## src/rtl/kcpsmx_scratch_ctrl.sv

```systemverilog
// Scratchpad access stage: posts STOREs through a one-entry buffer, forwards to
// FETCHes, registers fetch results for writeback, and zero-fills the RAM after reset.
//
// state | meaning
// INIT  | zero-fill sweep over every scratchpad location, requests stalled
// RUN   | normal STORE/FETCH service
module kcpsmx_scratch_ctrl #(
    parameter int SCRATCH_DEPTH  = 6,
    parameter int SCRATCH_WIDTH  = 8,
    parameter int SCRATCH_SIZE   = 64,
    parameter int REG_IDX_W      = 4,
    parameter int CLEAR_ON_RESET = 1
) (
    input  logic                     clk,
    input  logic                     reset,
    input  logic                     req_valid,
    input  logic                     req_store,
    input  logic                     req_fetch,
    input  logic [SCRATCH_DEPTH-1:0] req_addr,
    input  logic [SCRATCH_WIDTH-1:0] req_wdata,
    input  logic [REG_IDX_W-1:0]     req_dest,
    output logic                     req_ready,
    input  logic                     flush,
    input  logic                     wb_hold,
    output logic                     wb_valid,
    output logic [REG_IDX_W-1:0]     wb_dest,
    output logic [SCRATCH_WIDTH-1:0] wb_data,
    output logic [SCRATCH_DEPTH-1:0] sp_addr,
    output logic                     sp_we,
    output logic [SCRATCH_WIDTH-1:0] sp_wdata,
    input  logic [SCRATCH_WIDTH-1:0] sp_rdata,
    output logic                     busy,
    output logic                     protocol_err
);

    typedef enum logic {INIT, RUN} state_t;

    localparam logic [SCRATCH_DEPTH-1:0] CLR_LAST = SCRATCH_DEPTH'(SCRATCH_SIZE - 1);

    state_t                   state;
    logic [SCRATCH_DEPTH-1:0] clr_cnt;
    logic                     sb_valid;
    logic [SCRATCH_DEPTH-1:0] sb_addr;
    logic [SCRATCH_WIDTH-1:0] sb_data;

    logic addr_conflict;
    logic accept;
    logic acc_store;
    logic acc_fetch;
    logic fwd_hit;

    // A fetch to a different address than the buffered store would need the
    // single RAM port in the same cycle as the drain, so it waits one cycle.
    assign addr_conflict = req_fetch && sb_valid && (sb_addr != req_addr);
    assign req_ready     = (state == RUN) && !flush && !(wb_valid && wb_hold) && !addr_conflict;
    assign accept        = req_valid && req_ready;
    assign acc_store     = accept && req_store;
    assign acc_fetch     = accept && req_fetch && !req_store;
    assign fwd_hit       = sb_valid && (sb_addr == req_addr);
    assign busy          = (state == INIT) && !reset;

    always_comb begin
        sp_addr  = '0;
        sp_we    = 1'b0;
        sp_wdata = '0;
        if (state == INIT) begin
            sp_addr  = clr_cnt;
            sp_we    = !reset;
        end else begin
            sp_addr  = sb_valid ? sb_addr : req_addr;
            sp_we    = sb_valid && !reset;
            sp_wdata = sb_data;
        end
    end

    always_ff @(posedge clk) begin
        if (reset) begin
            state        <= (CLEAR_ON_RESET != 0) ? INIT : RUN;
            clr_cnt      <= '0;
            sb_valid     <= 1'b0;
            sb_addr      <= '0;
            sb_data      <= '0;
            wb_valid     <= 1'b0;
            wb_dest      <= '0;
            wb_data      <= '0;
            protocol_err <= 1'b0;
        end else begin
            case (state)
                INIT: begin
                    clr_cnt <= clr_cnt + 1'b1;
                    if (clr_cnt == CLR_LAST)
                        state <= RUN;
                end
                RUN: begin
                    sb_valid <= acc_store;
                    if (acc_store) begin
                        sb_addr <= req_addr;
                        sb_data <= req_wdata;
                        if (req_fetch)
                            protocol_err <= 1'b1;
                    end
                    if (flush) begin
                        wb_valid <= 1'b0;
                    end else if (acc_fetch) begin
                        wb_valid <= 1'b1;
                        wb_dest  <= req_dest;
                        wb_data  <= fwd_hit ? sb_data : sp_rdata;
                    end else if (!(wb_valid && wb_hold)) begin
                        wb_valid <= 1'b0;
                    end
                end
                default: state <= RUN;
            endcase
        end
    end

endmodule

```

## config.mk

```make
export PLATFORM = sky130hd
export DESIGN_NAME = kcpsmx_scratch_ctrl
export DESIGN_NICKNAME = d
export VERILOG_FILES = /design/src/rtl/kcpsmx_scratch_ctrl.sv
export SDC_FILE = /design/constraint.sdc
export NUM_CORES = 1
export LEC_CHECK = 0
export ABC_AREA = 0
export CAP_MARGIN = 20
export CORE_ASPECT_RATIO = 1.25
export CORE_UTILIZATION = 60
export CTS_CLUSTER_SIZE = 10
export DETAILED_ROUTE_END_ITERATION = 8
export DONT_BUFFER_PORTS = 1
export MAX_ROUTING_LAYER = met4
export PLACE_DENSITY = 0.76
export SYNTH_ARGS = -nofsm -noshare
export SYNTH_HDL_FRONTEND = slang
export SYNTH_SLANG_ARGS = --single-unit
```

## constraint.sdc

```tcl
create_clock -name clk -period 2.9 [get_ports clk]
set_input_delay 0.87 -clock clk [delete_from_list [all_inputs] [get_ports clk]]
set_output_delay 0.87 -clock clk [all_outputs]
set_load 0.02 [all_outputs]
```

Word-level counts from Yosys, hierarchy flattened
Cells that the tools add are included.
Storage, ports and cells
  register bits after elaboration: 36
  output and inout bits: 31
  word-level logic and storage cells: 48
Operators by class
  add/subtract/negate cells: 1
  equality and inequality tests: 4
  multiplexer cells: 10
  bitwise logic cells: 2
  reductions and logical operators: 22
Operators by type and width (number)
  8-bit two-way mux: 2
  1-bit logical AND: 13
  6-bit two-way mux: 2
  6-bit by 1-bit adder with 6-bit output, second input constant: 1
  6-bit == test: 1
  6-bit == test, second input constant: 1
  1-bit two-way mux: 6
  6-bit != test: 1
  3-bit AND reduction: 2
  1-bit logical NOT: 5
  2-bit AND reduction: 2
  3-bit != test, second input constant: 1
  1-bit inverter: 2

Longest topological paths before layout
  depth after elaboration: 9
  gate-level depth with buffers: 7
  gate-level depth less buffers: 5

Least setup slack after synthesis
OpenSTA, ideal clock, no wires.
  kind: input -> output
  start point: input port req_addr[5]
  end point: output port req_ready
  arrival: 1.971 ns
  data required time: 2.030 ns
  slack: 0.059 ns
  stages: 5
  cell sequence: xnor2_1 -> nand4_2 -> o211ai_1 -> clkbuf_1 -> and2_1
On the way
  longest elaborated chain between the ends: 4
Ends and longest elaborated chain
  start, declared: RTL line 19  | input logic [SCRATCH_DEPTH-1:0] req_addr,
  6-bit != test: RTL line 54  | assign addr_conflict = req_fetch && sb_valid && (sb_addr != req_addr);
  1-bit logical AND: RTL line 54
  1-bit logical NOT: RTL line 55  | assign req_ready = (state == RUN) && !flush && !(wb_valid && wb_hold) && !addr_conflict;
  1-bit logical AND: RTL line 55
  end, declared: RTL line 22  | output logic req_ready,
Every way passes these cells.

Worst setup path after layout
Same ends and word-level chain as after synthesis.

==> flow_metrics.env <==
export IMPL_dpl_hpwl_mm=3.08
export IMPL_chipWidth_um=50.9
export IMPL_critPathBufInv=0
export IMPL_crit_type="in2out"
export IMPL_cts_num_sinks=36
export IMPL_tritoncts="built"
export IMPL_grtUsageTotal=0.306
export IMPL_ctsResizeCount=0
export IMPL_critPathSlowestCell="o211ai_1"
export IMPL_fin_ws_ns=0.173
export IMPL_hold_violations=0
export IMPL_grt_pass1_vias=1533
export IMPL_dp_cells=228
export IMPL_grt_max_degree=39
export IMPL_vdd_drop_max_mv=0.290
export IMPL_areaGrowthSynthToFinish_pct=1.95
export IMPL_crit_family="simple AND/OR/NAND/NOR gates"
export IMPL_finalSetupTns_ns=0
export IMPL_max_cap_violations=0
export IMPL_path_cells="xnor2_1 -> nand4_2 -> o211ai_1 -> and2_1"
export IMPL_maxSlewViolCount=0
export IMPL_ys_flop_type="dfxtp_1"
export IMPL_cp_end_kind="primary output"
export IMPL_setup_viol=0
export IMPL_critPathMaxStageDelay_ns=0.33
export IMPL_reg2regPathDepth=5
export IMPL_required_ns=2.03
export IMPL_rows=21
export IMPL_core_mm2=0.00276
export IMPL_synth_cells=208
export IMPL_instances_no_fill=235
export IMPL_vias_per_cell=6.53
export IMPL_cts_buffers=5
export IMPL_rsz0062_at_grt="no"
export IMPL_clock_fmax_ghz=0.367
export IMPL_drc=0
export IMPL_yosys_area_top_type="dfxtp_1"
export IMPL_ys_seq_elements=36
export IMPL_drt_iter0_drc=47
export IMPL_cp_max_fo=3
export IMPL_avgRoutedWirePerCell_um=18.5
export IMPL_arrival_ns=1.86
export IMPL_cts_root_buf="clkbuf_4"
export IMPL_min_period_ns=2.73
export IMPL_synthArstFlopShare=0
export IMPL_io_pins=64
export IMPL_multiInputGateArea_um2=996
export IMPL_grt_first_pass_wirelength_mm=7.15
export IMPL_status="finished, final reports clean"
export IMPL_dr_pass1_iters=4
export IMPL_power_mw=0.788
export IMPL_fin_crit_sh=0.940
export IMPL_ys_seq_area_frac=0.401
export IMPL_final_nets=235
export IMPL_postLayoutCoreUtil=0.664
export IMPL_synth_top_cell_area_share=0.401
export IMPL_rr_endpoint="sb_data[4]$_SDFFE_PP0P_"
export IMPL_p_leak_nw=0.568
export IMPL_slew_headroom=0.601
export IMPL_avgSynthCellArea_um2=8.64
export IMPL_die_h_um=63.2
export IMPL_clk_latency_ns=0.34
export IMPL_worstSetupStartpointType="primary input"
export IMPL_yosys_warnings=0
export IMPL_cp_depth=4
export IMPL_synth_edff_count=0
export IMPL_drtAntennaViolNets=0
export IMPL_min_path_type="reg2reg"
export IMPL_via_count=1535
export IMPL_h_tree_depth=2
export IMPL_reg2reg_slack_ns=0.87
export IMPL_fillers=234
export IMPL_r2r_start="state$_SDFF_PP0_"
export IMPL_die_area_mm2=0.00322
export IMPL_cts_hold_buf=0
export IMPL_crit_end="req_ready"
export IMPL_globalplace_congestion=0.832
export IMPL_fin_skew_ns=0.00651
export IMPL_ys_types=30
export IMPL_numPortBuffers=0
export IMPL_clk_path_buf_depth=2
export IMPL_clkTransAtPathRegs_ns=0.10
export IMPL_synth_area_mm2=0.00180
export IMPL_synth_most_common_cell="dfxtp_1"
export IMPL_synth_nets=242
export IMPL_initial_core_util=0.651
export IMPL_wl_mm=4.35
export IMPL_pre_cts_slack_ns=0.176
export IMPL_grt_overflow_total=0
export IMPL_antenna_found_initial=0
export IMPL_diodes=0
export IMPL_final_layout_size_suffix_gt1_frac=0.0995
export IMPL_regArea_um2=721
export IMPL_startpoint="req_addr[5]"
export IMPL_synth_area_top_cells="dfxtp_1 (40%), a21oi_1 (9.5%), mux2i_1 (8.4%)"
export IMPL_synth_commonest_cells="dfxtp_1 (36), a21oi_1 (34), nand3_1 (20), o21ai_0 (20), nor2_1 (18)"
export IMPL_tightestPinTransition_ns=0.598
export IMPL_cts_setup_buffers=0
export IMPL_power_density_mw_per_mm2=430
-- worst min-delay path: stages (launching register included) --
cell and delay (ns):
dfxtp_1 0.33, o21ai_0 0.07, a21oi_1 0.06
-- area by class of cell --
type	count	area share
clock inverter	1	0.00273
inverter	3	0.00615
sequential	36	0.393
clock buffer	6	0.0225
multi-input combinational	153	0.544
timing repair buffer	2	0.00820
tap	34	0.0232
-- per-layer routing --
metal	vias up	share of wire	track usage
met5	-	0	-
met4	0	0.027	0.160
met3	13	0.055	0.0676
met2	59	0.54	0.520
met1	734	0.38	0.323
li1	729	-	-
-- worst min-delay path by stage --
stage	from	depth (start not counted)	slack [ns]	endpoint
floorplan	sb_data[0]$_SDFFE_PP0P_	2	0.46	sb_data[0]$_SDFFE_PP0P_
global placement	sb_data[6]$_SDFFE_PP0P_	2	0.47	sb_data[6]$_SDFFE_PP0P_
detailed placement	sb_data[6]$_SDFFE_PP0P_	2	0.48	sb_data[6]$_SDFFE_PP0P_
CTS	sb_data[6]$_SDFFE_PP0P_	2	0.49	sb_data[6]$_SDFFE_PP0P_
global route	sb_data[6]$_SDFFE_PP0P_	2	0.51	sb_data[6]$_SDFFE_PP0P_
finish	sb_data[6]$_SDFFE_PP0P_	2	0.49	sb_data[6]$_SDFFE_PP0P_
-- state kept, by name, indices dropped and copies added, names as in the netlist --
name	count
sb_addr	6
wb_data	8
sb_data	8
state	1
clr_cnt	6
wb_dest	4
wb_valid	1
protocol_err	1
sb_valid	1
-- cell families (layout without fill, tap and decap cells) --
kind of cell | after synthesis | after routing | share of synthesized area
DFF | 36 | 36 | 0.401
and+or+nand+nor | 59 | 59 | 0.180
AOI/OAI and AO/OA | 68 | 68 | 0.235
buffers and inverters | 19 | 12 | 0.0446
muxes | 15 | 15 | 0.0836
xor gates and xnor gates | 10 | 10 | 0.0487
adders and majority gates | 1 | 1 | 0.00696
-- cells in the final DEF (no fill, tap or decap), types with 2 or more instances in the layout --
| cell type | Yosys | routed |
|---|---|---|
| a211oi_2 | 9 | 9 |
| a21oi_1 | 34 | 34 |
| a22oi_1 | 2 | 2 |
| and2_1 | 9 | 9 |
| buf_4 | 0 | 2 |
| clkbuf_4 | 0 | 5 |
| dfxtp_1 | 36 | 36 |
| inv_1 | 3 | 3 |
| mux2i_1 | 15 | 15 |
| nand2_1 | 2 | 2 |
| nand3_1 | 20 | 20 |
| nand4_1 | 2 | 2 |
| nor2_1 | 18 | 18 |
| o21ai_0 | 20 | 20 |
| xnor2_1 | 7 | 7 |
| xor2_1 | 3 | 3 |
-- through the flow --
step,hold slack (ns),area [um^2]
after floorplan,0.462,1800
after global placement,0.466,1790
after detailed placement,0.477,1790
after CTS,0.491,1830
after global routing,0.514,1830
final,0.488,1830
-- power by group --
| group | leakage (nW) | switching [mW] | internal, mW | total, mW |
|---|---|---|---|---|
| Sequential | 0.290 | 0.00465 | 0.498 | 0.503 |
| Combinational | 0.250 | 0.0201 | 0.0138 | 0.0339 |
| Clock | 0.0281 | 0.162 | 0.0893 | 0.252 |
| Total | 0.568 | 0.187 | 0.601 | 0.788 |
Power figures use the tool's default switching activity.
